==> src/rtl/video_ddr_pkg.sv <==
// Shared constants and helpers for the video/DDR read path.
// FIFO_UNDERFLOW_FLAG_EN selects the red underflow fill colour instead of black.
package video_ddr_pkg;

   localparam int PIXEL_W = 24;
   localparam int LANE_W  = 32;
   localparam logic [7:0] ALPHA = 8'hff;

   localparam logic [PIXEL_W-1:0] FILL_RED   = 24'hff0000;
   localparam logic [PIXEL_W-1:0] FILL_BLACK = 24'h000000;

`ifdef FIFO_UNDERFLOW_FLAG_EN
   localparam logic [PIXEL_W-1:0] UNDERFLOW_FILL = FILL_RED;
`else
   localparam logic [PIXEL_W-1:0] UNDERFLOW_FILL = FILL_BLACK;
`endif

   typedef struct packed {
      logic vs;
      logic hs;
      logic de;
   } timing_t;

   function automatic int lanes_per_word(input int width);
      return width / LANE_W;
   endfunction

endpackage

==> src/rtl/fifo_word_unpacker.sv <==
// Splits each FIFO word into 32-bit {alpha, RGB} lanes, one pixel per active cycle,
// popping the FIFO on lane 0 and substituting the fill colour when the FIFO runs dry.
module fifo_word_unpacker
   import video_ddr_pkg::*;
#(
   parameter int W = 128
) (
   input  logic               clk_i,
   input  logic               rst_n_i,
   input  logic               frame_start_i,
   input  logic               de_i,
   input  logic [W-1:0]       fifo_data_i,
   input  logic               fifo_empty_i,
   output logic               rd_en_o,
   output logic               underflow_o,
   output logic [PIXEL_W-1:0] pixel_o
);

   localparam int N     = lanes_per_word(W);
   localparam int CNT_W = (N > 1) ? $clog2(N) : 1;
   localparam logic [CNT_W-1:0] LAST_LANE = CNT_W'(N - 1);

   logic [CNT_W-1:0]   lane_cnt_q, lane_cnt_d;
   logic [W-1:0]       word_q, word_d;
   logic               fill_q, fill_d;
   logic [PIXEL_W-1:0] pixel_q, pixel_d;
   logic               lane0;

   assign lane0       = (lane_cnt_q == '0);
   assign rd_en_o     = rst_n_i & de_i & lane0 & ~fifo_empty_i;
   assign underflow_o = de_i & lane0 & fifo_empty_i;
   assign pixel_o     = pixel_q;

   // fill_q keeps the remaining lanes of a missing word on the fill colour
   always_comb begin
      lane_cnt_d = lane_cnt_q;
      word_d     = word_q;
      fill_d     = fill_q;
      pixel_d    = '0;
      if (de_i) begin
         if (lane0) begin
            if (!fifo_empty_i) begin
               pixel_d = fifo_data_i[W-LANE_W +: PIXEL_W];
               word_d  = fifo_data_i << LANE_W;
               fill_d  = 1'b0;
            end else begin
               pixel_d = UNDERFLOW_FILL;
               word_d  = '0;
               fill_d  = 1'b1;
            end
         end else begin
            pixel_d = fill_q ? UNDERFLOW_FILL : word_q[W-LANE_W +: PIXEL_W];
            word_d  = word_q << LANE_W;
         end
         lane_cnt_d = (lane_cnt_q == LAST_LANE) ? '0 : lane_cnt_q + 1'b1;
      end
      if (frame_start_i) begin
         lane_cnt_d = '0;
         word_d     = '0;
         fill_d     = 1'b0;
      end
   end

   always_ff @(posedge clk_i or negedge rst_n_i) begin
      if (!rst_n_i) begin
         lane_cnt_q <= '0;
         word_q     <= '0;
         fill_q     <= 1'b0;
         pixel_q    <= '0;
      end else begin
         lane_cnt_q <= lane_cnt_d;
         word_q     <= word_d;
         fill_q     <= fill_d;
         pixel_q    <= pixel_d;
      end
   end

endmodule

==> src/rtl/fifo_to_video_ctrl.sv <==
// Read-data FIFO to display timing bridge with per-line burst requests.
// FIFO_UNDERFLOW_FLAG_EN enables the sticky underflow flag and red fill.
module fifo_to_video_ctrl
   import video_ddr_pkg::*;
#(
   parameter int AXI4_DATA_WIDTH = 128,
   parameter int V_ACTIVE        = 1080,
   parameter int PREFETCH_LINES  = 2
) (
   input  logic                       video_clk,
   input  logic                       video_rst_n,
   input  logic                       video_vs_in,
   input  logic                       video_hs_in,
   input  logic                       video_de_in,
   input  logic [AXI4_DATA_WIDTH-1:0] fifo_data_in,
   input  logic                       fifo_empty,
   output logic                       fifo_rd_en,
   output logic                       video_vs_out,
   output logic                       video_hs_out,
   output logic                       video_de_out,
   output logic [PIXEL_W-1:0]         video_data_out,
   output logic                       AXI_FULL_BURST_VALID,
   input  logic                       AXI_FULL_BURST_READY,
   output logic                       underflow_flag
);

   localparam int LINE_W = $clog2(V_ACTIVE + 1);
   localparam logic [LINE_W-1:0] LINES_MAX = LINE_W'(V_ACTIVE);
   localparam logic [LINE_W-1:0] PREFETCH  = LINE_W'(PREFETCH_LINES);
   localparam logic [3:0] PREFETCH_REQ     = 4'(PREFETCH_LINES);

   timing_t           timing_q;
   logic              frame_start, line_end, handshake, underflow;
   logic [LINE_W-1:0] lines_req_q, lines_req_d;
   logic [2:0]        req_pending_q, req_pending_d;
   logic [3:0]        req_add, req_sum;
   logic              armed_q, armed_d, valid_q;

   assign frame_start = video_vs_in & ~timing_q.vs;
   assign line_end    = ~video_de_in & timing_q.de;
   assign handshake   = valid_q & AXI_FULL_BURST_READY;

   fifo_word_unpacker #(
      .W(AXI4_DATA_WIDTH)
   ) u_unpacker (
      .clk_i        (video_clk),
      .rst_n_i      (video_rst_n),
      .frame_start_i(frame_start),
      .de_i         (video_de_in),
      .fifo_data_i  (fifo_data_in),
      .fifo_empty_i (fifo_empty),
      .rd_en_o      (fifo_rd_en),
      .underflow_o  (underflow),
      .pixel_o      (video_data_out)
   );

   // Line ends only count once a frame start has been seen since reset
   always_comb begin
      lines_req_d = lines_req_q;
      armed_d     = armed_q;
      req_add     = '0;
      if (frame_start) begin
         lines_req_d = PREFETCH;
         armed_d     = 1'b1;
         req_add     = PREFETCH_REQ;
      end else if (line_end && armed_q && (lines_req_q < LINES_MAX)) begin
         lines_req_d = lines_req_q + 1'b1;
         req_add     = 4'd1;
      end
      req_sum       = {1'b0, req_pending_q} + req_add - {3'b000, handshake};
      req_pending_d = (req_sum > 4'd7) ? 3'd7 : req_sum[2:0];
   end

   always_ff @(posedge video_clk or negedge video_rst_n) begin
      if (!video_rst_n) begin
         timing_q      <= '0;
         lines_req_q   <= '0;
         req_pending_q <= '0;
         armed_q       <= 1'b0;
         valid_q       <= 1'b0;
      end else begin
         timing_q      <= {video_vs_in, video_hs_in, video_de_in};
         lines_req_q   <= lines_req_d;
         req_pending_q <= req_pending_d;
         armed_q       <= armed_d;
         valid_q       <= (req_pending_d != 3'd0);
      end
   end

   assign video_vs_out         = timing_q.vs;
   assign video_hs_out         = timing_q.hs;
   assign video_de_out         = timing_q.de;
   assign AXI_FULL_BURST_VALID = valid_q;

`ifdef FIFO_UNDERFLOW_FLAG_EN
   logic underflow_q;

   always_ff @(posedge video_clk or negedge video_rst_n) begin
      if (!video_rst_n)
         underflow_q <= 1'b0;
      else if (frame_start)
         underflow_q <= 1'b0;
      else if (underflow)
         underflow_q <= 1'b1;
   end

   assign underflow_flag = underflow_q;
`else
   logic unused_underflow;

   assign unused_underflow = underflow;
   assign underflow_flag   = 1'b0;
`endif

endmodule

==> config.mk <==
export PLATFORM = sky130hd
export DESIGN_NAME = fifo_to_video_ctrl
export DESIGN_NICKNAME = d
export VERILOG_FILES = /design/src/rtl/video_ddr_pkg.sv /design/src/rtl/fifo_word_unpacker.sv /design/src/rtl/fifo_to_video_ctrl.sv
export SDC_FILE = /design/constraint.sdc
export NUM_CORES = 1
export LEC_CHECK = 0
export BUFFER_PORTS_ARGS = -buffer_cell sky130_fd_sc_hd__buf_2
export CAP_MARGIN = 20
export CELL_PAD_IN_SITES_DETAIL_PLACEMENT = 0
export CELL_PAD_IN_SITES_GLOBAL_PLACEMENT = 1
export CORE_MARGIN = 4
export CORE_UTILIZATION = 37
export CTS_CLUSTER_DIAMETER = 200
export DETAILED_ROUTE_END_ITERATION = 12
export PLACE_DENSITY = 0.83
export SLEW_MARGIN = 0
export SYNTH_ARGS = -nofsm -noshare
export SYNTH_HDL_FRONTEND = slang
export SYNTH_HIERARCHICAL = 1
export SYNTH_SLANG_ARGS = --single-unit
==> constraint.sdc <==
create_clock -name video_clk -period 2.1 [get_ports video_clk]
set_input_delay 0.105 -clock video_clk [delete_from_list [all_inputs] [get_ports video_clk]]
set_output_delay 0.105 -clock video_clk [all_outputs]
set_load 0.005 [all_outputs]
==> out/qor.yml <==
result_of_the_run: "complete, but fails checks"
violations: "setup timing"
grt_start_max_net_pins: 119
max-slew-margin-rel_pct: 46.3
routabilityCongestion: 0.781
seqPwrFrac_pct: 37.5
final_hold_violating_endpoints: 0
timing.critical_path.from_type: "flop"
antenna_left: 0
yosys.cell_count.top_type: "dfrtp_1"
min_period_ns: 2.19
max_freq_ghz: 0.456
synth-edff-count: 0
synthesized_area_divided_by_synthesized_cell_count_um2: 13.6
ctsRootBufferMaster: "clkbuf_16"
path_max_fanout: 4
finalMaxSlewViolations: 0
dp_hpwl_um: 9000
timing.final.crit_share_pct: 104
cts.clk_slew.worst_paths_ns: 0.06
ys_warn_count: 6
final.fill_count: 1125
final.hold.worst_slack_ns: 0.130
netlist-cell-type-count: 45
flow.area_growth_from_synthesis_pct: 47.7
fp.coreArea_um2: 13900
dr_total_vias: 4286
netlist_top_cells_area: "dfrtp_1, a221o_1, a22o_1, and4bb_2, nor4bb_1"
cts_tree: "built"
cp.required_ns: 2.39
final-setup-viol-count: 4
antennaDiodeCount: 0
die_area_um2: 16300
clock_tree_skew_after_final_layout_ns: 0.0141
cp.arrival_ns: 2.48
post_synth_instance_area_um2: 5290
worst_hold_path_type: "in -> reg"
htree_num_levels: 4
grt_pass1_wl_um: 22800
synth.largest_area_cell: "dfrtp_1"
number_of_placed_cells_counting_well_taps: 680
drt_first_iter_violations: 260
power.share.switching_pct: 25.7
overflow: 0
share_clk_of_total_power_pct: 41.2
power.share.combinational_pct: 21.3
internal-power_w: 0.00554
post-route-worst-setup-slack_ns: -0.0920
die_h_um: 128
start_util_pct: 37.9
critical_path_class: "reg -> reg"
drive_gt1_share_pct: 35.8
tot_pwr_w: 0.00745
detail_route.first_pass.iterations: 4
max-clock-path-buffers: 2
routed_wire_length_per_instance_um: 17.4
clock_insertion_delay_at_the_later_pin_of_the_skew_report_ns: 0.42
fp.dieW_um: 128
tritoncts_num_sinks: 118
p_leak_nw: 3.77
pin_count: 165
synth_top_area_share_pct: 55.9
grt_setup_unrepaired: "yes"
first_global_vias: 4403
power.density_cell_area_nw_per_um2: 955
drc: 0
core.rowCount: 43
layoutNonFillerInstCount: 811
ys_ff_latch: 118
synth.net_count: 533
critPathCaptureType: "flop"
ys_seq_area_share_pct: 55.9
buffer_ports.inserted: 131
cap_violations: 0
total_wire_length_after_detailed_routing_um: 14100
synth_flop_cell: "dfrtp_1"
cts_made_buffers: 17
post_drt_via_cell_ratio: 5.28
grt.total_usage_pct: 17.9
power.switching_w: 0.00192
syn_inst: 389
synth_commonest_cells: "dfrtp_1, a22o_1, a221o_1, and4bb_2"
nets: 763
synth-async-reset-ratio_pct: 100
antenna_found_initial: 0
peakVddDrop_v: 0.000554
worst_slew_pin_slew_ns: 0.803
## routing by layer
metal  part of all wire (%)  up-vias  global-route usage, %
li1                       -     2001                      -
met1                     44     2128                   23.6
met2                     49      129                   28.3
met3                    5.3       28                   4.56
met4                    2.3        0                   7.07
met5                      0        -                      0
## layout by cell type (no fill, tap or decap), types with 5 or more instances in the layout
cell type        n
a221o_1         47
xnor2_1          5
a22o_1          48
ha_1             7
inv_1            8
nor2_1           9
buf_2          130
dlygate4sd3_1   99
nor4bb_1        17
buf_4           16
and4bb_2        31
clkbuf_16       17
dfrtp_1        118
nand2_1          7
## flip-flops by register name, indices dropped and copies added, names as in the netlist
| register | flops |
|---|---|
| u_unpacker/fill_q | 1 |
| armed_q | 1 |
| req_pending_q | 3 |
| AXI_FULL_BURST_VALID | 1 |
| u_unpacker/word_q | 72 |
| video_de_out | 1 |
| u_unpacker/lane_cnt_q | 2 |
| video_vs_out | 1 |
| u_unpacker/pixel_o | 24 |
| lines_req_q | 11 |
| video_hs_out | 1 |
## power groups by stage
stage	clock (W)	sequential [W]	combinational [W]
2_1_floorplan	0	0.00276	0.000999
3_3_place_gp	0	0.00281	0.00136
3_5_place_dp	0	0.00283	0.00142
4_1_cts	0.00313	0.00279	0.00157
5_1_grt	0.00323	0.00283	0.00175
6_report	0.00307	0.00280	0.00159
## per-stage QoR
step | instance area (um^2) | TNS (ns) | worst slack [ns] | utilization, %
6_report | 7810 | -0.308 | -0.0920 | 56.0
5_1_grt | 7810 | -0.701 | -0.198 | 56.0
4_1_cts | 7790 | -0.366 | -0.111 | 55.9
3_5_place_dp | 6160 | -0.366 | -0.105 | 44.2
3_3_place_gp | 6160 | -0.0663 | -0.0547 | 44.2
2_1_floorplan | 5310 | -0.307 | -0.101 | -
## kinds of logic (layout without fill, tap and decap cells)
group	Yosys count	count (layout)	share of synthesized area (%)
DFF	118	118	55.9
muxes	2	2	0.379
AOI/OAI and AO/OA	107	107	18.8
buffers and inverters	48	290	4.99
and+or+nand+nor	95	95	16.1
other	1	1	0.0709
xor gates and xnor gates	9	9	1.49
adders and majority gates	9	9	2.27
## final timing paths
path                                             from                     end  slack, ns  depth (start not counted)
max in group asynchronous                 video_rst_n  u_unpacker/word_q[109]       1.27                          3
worst min register to register  u_unpacker/word_q[41]   u_unpacker/word_q[41]       0.49                          1
worst max register to register         lines_req_q[6]    AXI_FULL_BURST_VALID      -0.09                          9
worst min-delay path                       fifo_empty       u_unpacker/fill_q       0.13                          3
worst max-delay path                   lines_req_q[6]    AXI_FULL_BURST_VALID      -0.09                          9
min in group asynchronous                 video_rst_n    AXI_FULL_BURST_VALID       0.38                          3
## critical path: stages (launching register included)
cell and delay [ns]:
dfrtp_1 0.40, o41ai_4 0.38, nand4_1 0.14, ha_1 0.20
inv_1 0.07, ha_1 0.23, a21o_1 0.19, a21oi_2 0.19
xnor2_2 0.16, nand3_1 0.10
## cell type report
cell class / instances / area (um^2) / share of cell area [%]
tap: 180 / 225 / 2.88
timing repair buffer: 250 / 1850 / 23.7
clock inverter: 9 / 148 / 1.89
clock buffer: 22 / 484 / 6.20
sequential: 118 / 2950 / 37.8
multi-input combinational: 223 / 2110 / 27.0
inverter: 9 / 33.8 / 0.433
## repair_timing
action                     CTS  global route
pin swaps                    2             8
setup endpoints to repair    4            40
gates resized for setup      1             3
buffers inserted             1             0
hold endpoints to repair   216             0
hold buffers                99             0
Power figures use the tool's default switching activity.
